## config.mk

```make
export PLATFORM = sky130hd
export DESIGN_NAME = multiword_add_ctrl
export DESIGN_NICKNAME = d
export VERILOG_FILES = /design/src/rtl/multiword_add_pkg.sv /design/src/rtl/ripple_carry_adder.sv /design/src/rtl/multiword_add_ctrl.sv
export SDC_FILE = /design/constraint.sdc
export NUM_CORES = 1
export LEC_CHECK = 0
export CORE_MARGIN = 5
export CORE_UTILIZATION = 44
export DETAILED_ROUTE_END_ITERATION = 12
export GPL_ROUTABILITY_DRIVEN = 0
export HOLD_SLACK_MARGIN = 0.08
export PLACE_DENSITY = 0.75
export SYNTH_ARGS = -nofsm -noshare
export SYNTH_HDL_FRONTEND = slang
export SYNTH_HIERARCHICAL = 1
export SYNTH_SLANG_ARGS = --single-unit
```

## constraint.sdc

```tcl
create_clock -name clk -period 7.6 [get_ports clk]
set_input_delay 2.28 -clock clk [delete_from_list [all_inputs] [get_ports clk]]
set_output_delay 2.28 -clock clk [all_outputs]
set_load 0.02 [all_outputs]
```

## src/rtl/multiword_add_pkg.sv

```systemverilog
// Shared definitions for the multi-word add/subtract controller.
// Holds the FSM state encoding and the default datapath geometry.
package multiword_add_pkg;

    typedef enum logic [1:0] {
        IDLE = 2'd0,
        RUN  = 2'd1,
        DONE = 2'd2
    } state_t;

    localparam int DEFAULT_WIDTH     = 8;
    localparam int DEFAULT_NUM_WORDS = 4;

endpackage

```

## src/rtl/ripple_carry_adder.sv

```systemverilog
// WIDTH-bit ripple-carry adder built from a chain of full-adder cells.
// Purely combinational; the carry ripples from bit 0 to bit WIDTH-1.
module ripple_carry_adder #(
    parameter int WIDTH = 8
) (
    input  logic [WIDTH-1:0] a,
    input  logic [WIDTH-1:0] b,
    input  logic             cin,
    output logic [WIDTH-1:0] sum,
    output logic             cout
);

    logic [WIDTH:0] carry;

    assign carry[0] = cin;

    for (genvar i = 0; i < WIDTH; i++) begin : g_fa
        assign sum[i]     = a[i] ^ b[i] ^ carry[i];
        assign carry[i+1] = (a[i] & b[i]) | (carry[i] & (a[i] ^ b[i]));
    end

    assign cout = carry[WIDTH];

endmodule

```

## src/rtl/multiword_add_ctrl.sv

```systemverilog
// Multi-word add/subtract controller: walks NUM_WORDS words through one shared
// WIDTH-bit ripple-carry adder, least-significant word first, one word per cycle.
module multiword_add_ctrl
    import multiword_add_pkg::*;
#(
    parameter int WIDTH     = DEFAULT_WIDTH,
    parameter int NUM_WORDS = DEFAULT_NUM_WORDS
) (
    input  logic                       clk,
    input  logic                       rst_n,
    input  logic                       start,
    input  logic                       sub,
    input  logic [WIDTH*NUM_WORDS-1:0] op_a,
    input  logic [WIDTH*NUM_WORDS-1:0] op_b,
    output logic                       busy,
    output logic                       done,
    output logic [WIDTH*NUM_WORDS-1:0] result,
    output logic                       cout,
    output logic                       overflow
);

    localparam int IDX_W = $clog2(NUM_WORDS);
    localparam int TOT_W = WIDTH * NUM_WORDS;

    state_t             state;
    state_t             state_next;
    logic [IDX_W-1:0]   idx;
    logic               carry;
    logic [TOT_W-1:0]   a_reg;
    logic [TOT_W-1:0]   b_reg;
    logic               sub_reg;

    logic [WIDTH-1:0]   a_word;
    logic [WIDTH-1:0]   b_eff;
    logic               add_cin;
    logic [WIDTH-1:0]   add_sum;
    logic               add_cout;
    logic               last_word;
    logic               capture;

    assign last_word = (idx == IDX_W'(NUM_WORDS - 1));
    assign capture   = (state == IDLE) && start;

    // Subtraction is a + ~b + 1: invert b here and inject the +1 as word 0's carry-in.
    always_comb begin
        a_word  = a_reg[int'(idx) * WIDTH +: WIDTH];
        b_eff   = b_reg[int'(idx) * WIDTH +: WIDTH] ^ {WIDTH{sub_reg}};
        add_cin = (idx == '0) ? sub_reg : carry;
    end

    ripple_carry_adder #(
        .WIDTH (WIDTH)
    ) u_adder (
        .a    (a_word),
        .b    (b_eff),
        .cin  (add_cin),
        .sum  (add_sum),
        .cout (add_cout)
    );

    // NOTE: every output of this block gets a default before the case so no
    // path leaves a variable unassigned, which would otherwise infer a latch.
    always_comb begin
        state_next = state;
        busy       = 1'b0;
        done       = 1'b0;
        unique case (state)
            IDLE: if (start) state_next = RUN;
            RUN: begin
                busy = 1'b1;
                if (last_word) state_next = DONE;
            end
            DONE: begin
                done       = 1'b1;
                state_next = IDLE;
            end
            default: state_next = IDLE;
        endcase
    end

    // NOTE: state registers use non-blocking assignments so every flop samples
    // the pre-edge values, independent of statement order within the block.
    always_ff @(posedge clk) begin
        if (!rst_n) begin
            state    <= IDLE;
            idx      <= '0;
            carry    <= 1'b0;
            result   <= '0;
            cout     <= 1'b0;
            overflow <= 1'b0;
        end else begin
            state <= state_next;
            if (capture) begin
                idx <= '0;
            end else if (state == RUN) begin
                result[int'(idx) * WIDTH +: WIDTH] <= add_sum;
                carry <= add_cout;
                idx   <= idx + 1'b1;
                if (last_word) begin
                    cout     <= add_cout;
                    overflow <= (a_word[WIDTH-1] == b_eff[WIDTH-1]) &&
                                (add_sum[WIDTH-1] != a_word[WIDTH-1]);
                end
            end
        end
    end

    // NOTE: operand holding registers carry no reset; they are only read in RUN,
    // which is always entered through a capture that loads them.
    always_ff @(posedge clk) begin
        if (rst_n && capture) begin
            a_reg   <= op_a;
            b_reg   <= op_b;
            sub_reg <= sub;
        end
    end

endmodule

```

After elaboration in Yosys (flattened, before gate mapping)
Cells that the tools add are included.
Cells by class
  add/sub/neg operators: 2
  eq/ne operators: 7
  shift operators: 4
  muxes and demuxes: 7
  bitwise gates (word level): 43
  reductions and logical operators: 9
Operators by type and width (number)
  variable part select 32 x 6 -> 8 bit: 2
  negation 5 -> 33 bit: 1
  variable shift 8 x 33 -> 32 bit, first input constant: 1
  variable part select 8 x 33 -> 32 bit: 1
  bitwise mux 32 bit: 1
  bitwise AND 1 bit: 16
  XOR 1 bit: 16
  bitwise OR 1 bit: 8
  XOR 8 bit: 1
  equality test 2 bit, second input constant: 2
  zero test 2 bit: 2
  2-to-1 mux 2 bit: 2
  inequality test 2 bit, second input constant: 2
  one-hot mux 2 bit (2 select lines): 1
  AND reduction 2 bit: 2
  logical AND 1 bit: 3
  2-to-1 mux 1 bit: 3
  AND reduction 3 bit: 1
  adder 2 x 1 -> 2 bit, second input constant: 1
  equality test 2 x 1 -> 1 bit, second input constant: 1
  NOT 1 bit: 2
  OR reduction 2 bit: 1
  equality test 1 bit: 1
  inequality test 1 bit: 1
Word-level totals
  register bits after elaboration: 104
  input bits: 68
  output and inout port bits: 36
  logic and storage cells: 81

Depth between registers and ports, before layout
  depth after elaboration: 20
  gate-level depth with buffers: 20
  gate-level depth less buffers: 18

Cells and area by module
The synthesis kept the hierarchy.
Modules (own cells, without submodules)
  multiword_add_ctrl: instances 1, cells each 258, area each 4057.6 µm², sequential area each 2732.6 µm²
  ripple_carry_adder: instances 1, cells each 18, area each 197.7 µm², sequential area each 0.0 µm²

Worst setup path after synthesis
Ideal clock, no wire load.
  path kind: input port to flip-flop
  start point: input rst_n
  end point: register a_reg[0] (enable)
  library setup time: 0.570 ns
  arrival time: 7.012 ns
  required time: 7.030 ns
  slack: 0.018 ns
  stages on the path: 3
  buffers on the path: 1
  cell sequence: clkbuf_1 nand2_1 nor3_1
Between the ends
  longest elaborated chain between the ends: 1
Ends and longest elaborated chain
  from (decl): RTL line multiword_add_ctrl.sv:10  | input logic rst_n,
  logical AND 1 bit: RTL line multiword_add_ctrl.sv:111  | if (rst_n && capture) begin
  to (signal assigned): RTL line multiword_add_ctrl.sv:112  | a_reg <= op_a;
  to (decl): RTL line multiword_add_ctrl.sv:29  | logic [TOT_W-1:0] a_reg;
No other way between the ends.
A chain may end at the register's enable or synchronous reset.

Worst setup path after layout
  start point: register idx[0]
  end point: register overflow
Between the ends
  elaborated cells on any way between the ends: 40
  those cells by class: 3 x eq/ne; 2 x shift; 1 x mux; 31 x bitwise; 3 x reduce/logical
RTL lines
  from (decl): RTL line multiword_add_ctrl.sv:27  | logic [IDX_W-1:0] idx;
  from (signal assigned): RTL line multiword_add_ctrl.sv:98  | idx <= idx + 1'b1;
  variable part select 32 x 6 -> 8 bit (*): RTL line multiword_add_ctrl.sv:46  | a_word = a_reg[int'(idx) * WIDTH +: WIDTH];
  named net a_word[0]: RTL line multiword_add_ctrl.sv:33  | logic [WIDTH-1:0] a_word;
  XOR 1 bit: RTL line ripple_carry_adder.sv:19  | assign carry[i+1] = (a[i] & b[i]) | (carry[i] & (a[i] ^ b[i]));
  bitwise AND 1 bit: RTL line ripple_carry_adder.sv:19
  bitwise OR 1 bit (*): RTL line ripple_carry_adder.sv:19
  bitwise AND 1 bit (*): RTL line ripple_carry_adder.sv:19
  bitwise OR 1 bit (*): RTL line ripple_carry_adder.sv:19
  bitwise AND 1 bit (*): RTL line ripple_carry_adder.sv:19
  [... 5 more ...]
  bitwise AND 1 bit (*): RTL line ripple_carry_adder.sv:19
  bitwise OR 1 bit (*): RTL line ripple_carry_adder.sv:19
  bitwise AND 1 bit (*): RTL line ripple_carry_adder.sv:19
  bitwise OR 1 bit (*): RTL line ripple_carry_adder.sv:19
  XOR 1 bit (*): RTL line ripple_carry_adder.sv:18  | assign sum[i] = a[i] ^ b[i] ^ carry[i];
  named net add_sum[7]: RTL line multiword_add_ctrl.sv:36  | logic [WIDTH-1:0] add_sum;
  inequality test 1 bit (*): RTL line multiword_add_ctrl.sv:102  | (add_sum[WIDTH-1] != a_word[WIDTH-1]);
  logical AND 1 bit (*): RTL line multiword_add_ctrl.sv:101  | overflow <= (a_word[WIDTH-1] == b_eff[WIDTH-1]) &&
  to (signal assigned): RTL line multiword_add_ctrl.sv:101
  to (decl): RTL line multiword_add_ctrl.sv:19  | output logic overflow
The timed path passes the listed nets; every way through them passes the cells marked *.

==> results.md <==
* CTS H-Tree Depth at 3
* Worst-Skew Late Latency at between 0.3 and 0.4 ns
* 1st-pass router iterations at 5
* Die Wd at between 100 and 150 um
* Vias/cell at a little over 5
* Synthesized flop and latch total at approximately 100
* Row count at 35
* GRT overflow at 0
* Antenna Nets Post-Route at 0
* VDD IR max at around 0.10 mV
* Grt met3 use at around 4.1%
* Most frequent cells in the layout: clkdlybuf4s50_1 (103), edfxtp_1 (65), dfxtp_1 (39), nor2b_1 (27), a22oi_1 (24)
* Die height at 108 um
* Final design utilization at roughly three fifths
* WHS Endpoint: result[28]$_SDFFE_PN0P_
* CORE AREA at a little over 0.009 sq mm
* Most crowded layer after global routing: met2
* CTS buffer count at 9
* Finish-stage setup viols at 0
* Mapped Area at 0.00426 sq mm
* CTS sink cnt at 104
* Async SR Flop Fraction at 0%
* Post-CTS Setup Repair Bufs at 0
* Setup_tns at 0 ns
* R2R cell count at 17
* Wire length of the first global-routing pass at between 10 and 15 mm
* Number of antenna violations at the first check in global routing at 0
* Starting Density at 45.6%
* Fin crit period at around 5.5 ns
* Clk_skew at approximately 0.011 ns
* Number of global-route vias before repair at between 2000 and 3000
* Fillers at between 700 and 800
* Gr usage total at between 15 and 20%
* Worst Max-Slew Pin Slew at about 1.1 ns
* Pwr Density at between 200 and 250 mW/mm^2
* Fmax at roughly 180 MHz
* Die Footprint at roughly 0.012 sq mm
* Share of layout cells above drive strength 1 at between 8 and 9%
* Most common cell after layout, fill and taps aside: clkdlybuf4s50_1
* Tcrit/Tclk final at 72.5%
* TritonCTS clock tree: done
* Post-CTS sizing at 0
* Final cell count without fillers at just over 500
* Crit. End Element: flip-flop
* Largest net degree at the start of global routing at 67
* Dominant cell type by area after synthesis: edfxtp_1
* Synth Area per Inst at between 15 and 20 sq um
* Leak at about 1.9 nW
* Status: finished, final reports clean
* Clock buffer depth at 2
* Ports at around 100
* Clk slew on worst S/H paths at about 0.1 ns
* Antenna cell count at 0
* Max Cap Viol at 0
* Worst Slack Setup Final at 2.09 ns
* Seq/Total Area, Yosys at about 64%
* Main synth FF type: edfxtp_1
* Synth area leaders: edfxtp_1 (46%), dfxtp_1 (18%), mux4_2 (5.3%)
* Min-Delay Path Depth at 2
* Synthesis-to-finish area growth at 31.5%
* Worst slew margin at between 20% and 30%
* Final Max Slew Viols at 0
* Worst slack, placed at approximately 2.1 ns
* Top cell type's share of synthesized area at 45.9%
* Synthesized instance count at 276
* Design Power at between 1 and 1.5 mW
* Setup Crit Path Kind: flip-flop to flip-flop
* Synth Net Count at 358
* Worst hold start: result[28]$_SDFFE_PN0P_
* WL/cell at 17.5 um
* Port bufs at approximately 100
* Nets@finish at between 400 and 500
* Reg-to-Reg End: overflow$_SDFFE_PN0P_
* Routed wire length at about 9.0 mm
* Crit start category: flip-flop
* Hold Crit Class: flip-flop to flip-flop
* DR iter-0 viols at roughly 110
* Met2 Track Usage GR at approximately 28%
* Post-synth EDFFs at 65
* Critical Path RT at roughly 7.9 ns
* RSZ-0062 raised after global routing: false
* DRC at 0
* Max FO, Critical Path at 14
* Reg2reg start: idx[0]$_SDFFE_PP0P_
* Hold Buf Count CTS at 0
* R2R setup slack at around 2.1 ns
* HPWL after DPL at ~6.7 mm
* WP data arrival at roughly 5.8 ns
* Routed via count at ~2600
* Cell count after placement at between 400 and 500
* Met1 Usage GRT at 19.9%
* Ys Warns at 6
* Netlist cell types at 33
* Hold Violations, Final at 0
* Root Buffer: clkbuf_8
critical path, stage by stage, from the launching register on:
cell      delay (ns)
dfxtp_1         0.73
buf_4           0.37
mux4_2          0.55
fa_1            0.42
inv_1           0.07
fa_1            0.15
inv_1           0.05
fa_1            0.37
fa_1            0.40
fa_1            0.40
fa_1            0.42
fa_1            0.38
inv_1           0.08
fa_1            0.40
inv_1           0.18
nand2b_1        0.15
mux2i_1         0.08
a32o_1          0.21
kinds of logic (layout without fill, tap and decap cells):
family,Yosys count,after routing,synth area share [%]
flops,104,104,64.2
simple gates,67,67,9.29
compound gates,39,39,6.82
buf+inv,25,134,2.59
mux,19,19,9.73
fa+ha+maj,14,14,5.53
xor+xnor,8,8,1.82
metrics by stage:
stage | cell area (sq um) | hold WS [ns]
global route | 5590 | 0.501
global placement | 5410 | 0.456
finish | 5590 | 0.476
detailed placement | 5410 | 0.466
CTS | 5590 | 0.479
floorplan | 4260 | 0.478
per-layer routing:
metal	vias to the layer above	wire (um)
li1	1227	-
met4	0	179
met2	94	4640
met3	16	568
met1	1276	3610
met5	-	0
where the power goes:
group	switching (mW)	internal (mW)
Sequential	0.0118	0.626
Combinational	0.107	0.0970
Clock	0.198	0.126
Yosys cell counts, types with 2 or more instances:
master,n
edfxtp_1,65
dfxtp_1,39
nor2b_1,27
a22oi_1,24
nand2_1,19
inv_1,12
a21boi_0,11
mux4_2,10
nand3_1,9
fa_1,8
xor2_1,7
clkbuf_1,6
ha_1,6
mux4_1,6
buf_2,4
and3_1,3
mux2i_1,2
nand2b_1,2
o21ai_0,2
final cells by class:
type | count | area, sq um | area share [%]
inverter | 12 | 45.0 | 0.805
tap | 129 | 161 | 2.89
clock buffer | 9 | 124 | 2.21
clock inverter | 7 | 60.1 | 1.07
multi-input combinational | 147 | 1420 | 25.3
timing repair buffer | 106 | 1050 | 18.8
sequential | 104 | 2730 | 48.8
worst max path at each step:
stage,slack (ns),from,endpoint
final,2.09,idx[0]$_SDFFE_PP0P_,overflow$_SDFFE_PN0P_
after global routing,1.78,idx[0]$_SDFFE_PP0P_,overflow$_SDFFE_PN0P_
after CTS,2.05,idx[0]$_SDFFE_PP0P_,overflow$_SDFFE_PN0P_
after detailed placement,2.07,idx[0]$_SDFFE_PP0P_,overflow$_SDFFE_PN0P_
after global placement,2.24,idx[0]$_SDFFE_PP0P_,overflow$_SDFFE_PN0P_
after floorplan,0.02,rst_n,a_reg[0]$_DFFE_PP_
No activity file was read; power rests on OpenSTA's default activity.
